**config.mk**
```make
export PLATFORM = sky130hd
export DESIGN_NAME = seg_scan_ctrl
export DESIGN_NICKNAME = d
export VERILOG_FILES = /design/src/rtl/seg_scan_ctrl.sv
export SDC_FILE = /design/constraint.sdc
export NUM_CORES = 1
export LEC_CHECK = 0
export CORE_UTILIZATION = 40
export CTS_CLUSTER_SIZE = 14
export DETAILED_ROUTE_END_ITERATION = 7
export GPL_TIMING_DRIVEN = 0
export SLEW_MARGIN = 0
export SYNTH_ARGS = -nofsm -noshare
export SYNTH_HDL_FRONTEND = slang
export SYNTH_SLANG_ARGS = --single-unit
```
**constraint.sdc**
```tcl
create_clock -name clk -period 8.9 [get_ports clk]
set_input_delay 1.78 -clock clk [delete_from_list [all_inputs] [get_ports clk]]
set_output_delay 1.78 -clock clk [all_outputs]
set_load 0.1 [all_outputs]
```
**src/rtl/seg_scan_ctrl.sv**
```systemverilog
// Four-digit common-anode 7-segment scan controller with a double-buffered
// display word, blanking guard between digit slots and leading-zero suppression.
module seg_scan_ctrl #(
  parameter int SLOT_CYCLES  = 50000,
  parameter int GUARD_CYCLES = 1000
) (
  input  logic        clk,
  input  logic        rst,
  input  logic [15:0] data,
  input  logic [3:0]  dp,
  input  logic        load,
  input  logic        lz_en,
  output logic [3:0]  digit,
  output logic [7:0]  seg,
  output logic        frame_tick,
  output logic        upd_done
);

  localparam int CW = (SLOT_CYCLES > 1) ? $clog2(SLOT_CYCLES) : 1;
  localparam logic [CW-1:0] LAST_CNT  = CW'(SLOT_CYCLES - 1);
  localparam logic [CW-1:0] GUARD_END = CW'(GUARD_CYCLES);

  typedef enum logic {GUARD = 1'b0, SHOW = 1'b1} state_t;

  logic [CW-1:0] cnt_r, cnt_s;
  logic [1:0]    idx_r, idx_s;
  logic [15:0]   shadow_r, shadow_s, pend_r, pend_s;
  logic [3:0]    shadow_dp_r, shadow_dp_s, pend_dp_r, pend_dp_s;
  logic          flag_r, flag_s;
  logic          boundary_s;
  state_t        state_s;
  logic [3:0]    nib_s;
  logic [7:0]    dec_s;
  logic          blank_s;
  logic [3:0]    digit_s, digit_r;
  logic [7:0]    seg_s, seg_r;
  logic          tick_s, tick_r, upd_s, upd_r;

  function automatic logic [7:0] hex_decode(input logic [3:0] nib);
    logic [7:0] r;
    case (nib)
      4'h0:    r = 8'hC0;
      4'h1:    r = 8'hF9;
      4'h2:    r = 8'hA4;
      4'h3:    r = 8'hB0;
      4'h4:    r = 8'h99;
      4'h5:    r = 8'h92;
      4'h6:    r = 8'h82;
      4'h7:    r = 8'hF8;
      4'h8:    r = 8'h80;
      4'h9:    r = 8'h90;
      4'hA:    r = 8'h88;
      4'hB:    r = 8'h83;
      4'hC:    r = 8'hC6;
      4'hD:    r = 8'hA1;
      4'hE:    r = 8'h86;
      4'hF:    r = 8'h8E;
      default: r = 8'hFF;
    endcase
    return r;
  endfunction

  // A digit is a leading zero when it and every more significant nibble are zero.
  function automatic logic lead_zero(input logic [15:0] word, input logic [1:0] idx);
    logic r;
    case (idx)
      2'd3:    r = (word[15:12] == 4'h0);
      2'd2:    r = (word[15:8] == 8'h00);
      2'd1:    r = (word[15:4] == 12'h000);
      default: r = 1'b0;
    endcase
    return r;
  endfunction

  // Next slot position, buffer hand-over and the look-ahead output values.
  always_comb begin
    cnt_s       = cnt_r;
    idx_s       = idx_r;
    shadow_s    = shadow_r;
    shadow_dp_s = shadow_dp_r;
    pend_s      = pend_r;
    pend_dp_s   = pend_dp_r;
    flag_s      = flag_r;
    digit_s     = 4'b0000;
    seg_s       = 8'hFF;
    nib_s       = 4'h0;
    dec_s       = 8'hFF;
    blank_s     = 1'b0;

    boundary_s = (cnt_r == LAST_CNT) && (idx_r == 2'd3);

    if (cnt_r == LAST_CNT) begin
      cnt_s = '0;
      idx_s = idx_r + 2'd1;
    end else begin
      cnt_s = cnt_r + CW'(1);
    end

    // A load landing on the boundary goes straight to the shadow register.
    if (boundary_s) begin
      if (load) begin
        shadow_s    = data;
        shadow_dp_s = dp;
        pend_s      = data;
        pend_dp_s   = dp;
      end else if (flag_r) begin
        shadow_s    = pend_r;
        shadow_dp_s = pend_dp_r;
      end else begin
        shadow_s    = shadow_r;
      end
      flag_s = 1'b0;
    end else if (load) begin
      pend_s    = data;
      pend_dp_s = dp;
      flag_s    = 1'b1;
    end else begin
      flag_s = flag_r;
    end

    state_s = (cnt_s < GUARD_END) ? GUARD : SHOW;

    nib_s   = shadow_s[{idx_s, 2'b00} +: 4];
    dec_s   = hex_decode(nib_s);
    blank_s = lz_en && lead_zero(shadow_s, idx_s);

    case (state_s)
      SHOW: begin
        digit_s = 4'b0001 << idx_s;
        seg_s   = {~shadow_dp_s[idx_s], (blank_s ? 7'h7F : dec_s[6:0])};
      end
      default: begin
        digit_s = 4'b0000;
        seg_s   = 8'hFF;
      end
    endcase

    tick_s = (cnt_s == LAST_CNT) && (idx_s == 2'd3);
    upd_s  = tick_s && flag_s;
  end

  // Scan position and display buffers.
  always_ff @(posedge clk or negedge rst) begin
    if (!rst) begin
      cnt_r       <= '0;
      idx_r       <= 2'd0;
      shadow_r    <= 16'h0000;
      shadow_dp_r <= 4'h0;
      pend_r      <= 16'h0000;
      pend_dp_r   <= 4'h0;
      flag_r      <= 1'b0;
    end else begin
      cnt_r       <= cnt_s;
      idx_r       <= idx_s;
      shadow_r    <= shadow_s;
      shadow_dp_r <= shadow_dp_s;
      pend_r      <= pend_s;
      pend_dp_r   <= pend_dp_s;
      flag_r      <= flag_s;
    end
  end

  // Output registers, aligned with the slot position they describe.
  always_ff @(posedge clk or negedge rst) begin
    if (!rst) begin
      digit_r <= 4'b0000;
      seg_r   <= 8'hFF;
      tick_r  <= 1'b0;
      upd_r   <= 1'b0;
    end else begin
      digit_r <= digit_s;
      seg_r   <= seg_s;
      tick_r  <= tick_s;
      upd_r   <= upd_s;
    end
  end

  assign digit      = digit_r;
  assign seg        = seg_r;
  assign frame_tick = tick_r;
  // A load arriving during the boundary cycle is taken at that cycle's end, so
  // its acknowledge has to follow the strobe within the same cycle.
  assign upd_done   = upd_r | (tick_r & load);

endmodule

```
==> results.json <==
{
  "drc": 0,
  "synthTopCellsByCount": "65 x dfrtp_1, 30 x nor2_1, 20 x mux2_2",
  "r2r_slack_ps": 5180,
  "io_pins": 38,
  "gp_congestion": 0.8580,
  "seq_area_frac_synth": 0.4818,
  "clock_power_share": 0.410,
  "cp-end-kind": "output pin",
  "path_class": "input port to output pin",
  "startpoint": "load",
  "whs_path_depth": 1,
  "seq_power_share": 0.534,
  "die_area_um2": 9925,
  "rsz0062_at_grt": "false",
  "endpoint": "upd_done",
  "grt_usage": 0.1898,
  "clk_latency_ps": 350,
  "outcome": "complete, no violations",
  "synth_ff_type": "dfrtp_1",
  "yosysWarnings": 0,
  "cts_resized": 0,
  "cts_buffers": 9,
  "multi_input_area_um2": 1818,
  "wl_um": 8678,
  "avgSynthCellArea_um2": 11.21,
  "worstPathArrival_ps": 4570,
  "grt_pass1_vias": 2827,
  "clock_sinks": 73,
  "p_leak_nw": 1.992,
  "io_buffers": 37,
  "vias": 2807,
  "drt_first_pass_iters": 5,
  "cts_tree": "done",
  "wl_per_cell_um": 16.59,
  "ir_worst_vdd_mv": 0.09348,
  "final_max_slew_viol_count": 0,
  "worst_pin_slew_ps": 985.5,
  "setup-violations-final": 0,
  "overflow": 0,
  "antenna_cells": 0,
  "fmax_mhz": 157.4,
  "slew_headroom": 0.3409,
  "timing.rr.start": "idx_r[0]",
  "syn_area_um2": 3812,
  "worst_hold_path_type": "flip-flop to flip-flop",
  "cp_max_fo": 10,
  "crit_required_ps": 7120,
  "avgViaCountPerCell": 5.367,
  "drive_gt1_frac": 0.2081,
  "syn_to_final_growth_pct": 19.92,
  "clk_pin_slew_ps": 90,
  "cp_cell_sequence": "clkdlybuf4s50_1 > buf_2 > buf_2 > buf_2 > a21o_1 > clkdlybuf4s50_1",
  "comb_power_share": 0.056,
  "yosysTopAreaCell": "dfrtp_1",
  "die_x_um": 99.63,
  "fill_cells": 863,
  "slowest_stage": "clkdlybuf4s50_1",
  "fin_hold_ws_ps": 500.5,
  "fp-row-count": 35,
  "synth_top_area_frac": 0.4266,
  "clockRootBuffer": "clkbuf_8",
  "cts_hold_buf": 0,
  "synth_cell_type_count": 73,
  "cpMostUsedCell": "buf_2",
  "initial_utilization": 0.4126,
  "drt-initial-drc-count": 162,
  "syn_nets": 371,
  "syn_inst": 340,
  "power.switching_w": 0.0001518,
  "regArea_um2": 1837,
  "intPower_w": 0.0004908,
  "htree_levels": 3,
  "fin_nets": 420,
  "p_sw_frac": 0.2363,
  "dp_hpwl_um": 6440,
  "core_area_um2": 9240,
  "p_per_area_nw_per_um2": 140.6,
  "synth-async-reset-ratio": 1.000,
  "grt_max_degree": 47,
  "postCtsSetupBuffers": 0,
  "drv_cap": 0,
  "rr_endpoint": "seg[3]",
  "cts.path.max_buffers": 2,
  "grt_pass1_wl_um": 14400,
  "timing.final.crit_period_ps": 6354,
  "antenna_found_initial": 0,
  "slowest_delay_ps": 1130,
  "chipHeight_um": 99.63,
  "finalCritPeriodShare": 0.7139,
  "rr_worst_depth": 12,
  "fin_skew_ps": 12.78,
  "worstSetupStartpointType": "input port",
  "hold_violations": 0,
  "drtAntennaViolNets": 0,
  "synth_edf_count": 0,
  "finalSetupTns_ps": 0,
  "ys_seq_elements": 73,
  "synth_area_leaders": "dfrtp_1 43%, mux2_2 5.9%, dfstp_2 5.5%, mux2i_1 3.7%, nor2_1 3.0%",
  "synth.most_common_cell": "dfrtp_1"
}
==> cell type report <==
class	instances	area share
Buffer	12	0.01888
Clock buffer	9	0.02709
Clock inverter	7	0.01724
Inverter	19	0.01560
Multi-Input combinational cell	236	0.3976
Sequential cell	73	0.4018
Tap cell	129	0.03530
Timing Repair Buffer	38	0.08648
==> registers in the layout, summed over array words and instances, names as in the netlist <==
name and flops:
cnt_r 16, pend_r 16, shadow_r 16, seg 8, digit 4, pend_dp_r 4
shadow_dp_r 4, idx_r 2, flag_r 1, frame_tick 1, upd_r 1
==> logic make-up (layout without fill, tap and decap cells) <==
| group | after synthesis | after routing | synth area share |
|---|---|---|---|
| buffers and inverters | 31 | 85 | 0.04135 |
| adders and majority gates | 7 | 7 | 0.02297 |
| and+or+nand+nor | 109 | 109 | 0.1730 |
| xor gates and xnor gates | 15 | 15 | 0.03446 |
| AOI/OAI and AO/OA | 68 | 68 | 0.1349 |
| DFF | 73 | 73 | 0.4818 |
| muxes | 37 | 37 | 0.1116 |
==> worst min-delay path by stage <==
| stage | start | end | slack [ps] |
|---|---|---|---|
| after floorplan | pend_r[12] | pend_r[12] | 460 |
| final | pend_dp_r[0] | pend_dp_r[0] | 500 |
| after CTS | pend_dp_r[0] | pend_dp_r[0] | 510 |
| after detailed placement | pend_dp_r[0] | pend_dp_r[0] | 490 |
| after global placement | pend_dp_r[1] | pend_dp_r[1] | 480 |
| after global routing | pend_r[3] | pend_r[3] | 520 |
==> critical path, delay by kind of cell <==
| family | cells | cell delay, ps |
|---|---|---|
| AO/OA/AOI/OAI | 1 | 150 |
| buffers and inverters | 5 | 2630 |
==> metal layers <==
layer	global-route usage	part of all wire	vias to the layer above
li1	-	-	1344
met1	0.2643	0.49	1380
met2	0.2933	0.45	75
met3	0.04427	0.050	8
met4	0.05995	0.012	0
met5	0	0	-
==> cells in the final DEF, fill, tap and decap left out, types with 5 or more instances in the layout <==
cell type | synthesis | final
ha_1 | 7 | 7
o221ai_1 | 6 | 6
nor2_1 | 30 | 30
o21ai_0 | 8 | 8
nor3_1 | 5 | 5
nand3_1 | 9 | 9
xnor2_1 | 11 | 11
mux2_2 | 20 | 20
a21oi_1 | 13 | 13
mux2i_1 | 14 | 14
and4_1 | 5 | 5
inv_1 | 17 | 17
clkdlybuf4s50_1 | 0 | 36
nor4_1 | 5 | 5
nand2_1 | 18 | 18
nand4_1 | 5 | 5
dfstp_2 | 8 | 8
a21o_1 | 6 | 6
clkbuf_8 | 1 | 10
dfrtp_1 | 65 | 65
==> power groups by stage <==
stage                     combinational (W)  clock (W)  sequential [W]
after floorplan                   0.0000137          0        0.000349
after global placement            0.0000352          0        0.000349
after detailed placement          0.0000372          0        0.000349
after CTS                         0.0000373   0.000270        0.000343
after global routing              0.0000404   0.000287        0.000344
final                             0.0000363   0.000263        0.000343
==> per-stage QoR <==
step / worst slack [ps] / area, µm² / utilization / power [W] / cells
finish: 2546 / 4572 / 0.4948 / 0.0006426 / 523
global route: 2413 / 4572 / 0.4948 / 0.0006713 / 523
CTS: 2496 / 4572 / 0.4948 / 0.0006504 / 523
detailed placement: 2509 / 4369 / 0.4729 / 0.0003866 / 507
global placement: 2511 / 4344 / 0.4701 / 0.0003842 / 506
floorplan: 4022 / 3812 / - / 0.0003624 / 340
(Power assumes the default switching activity.)
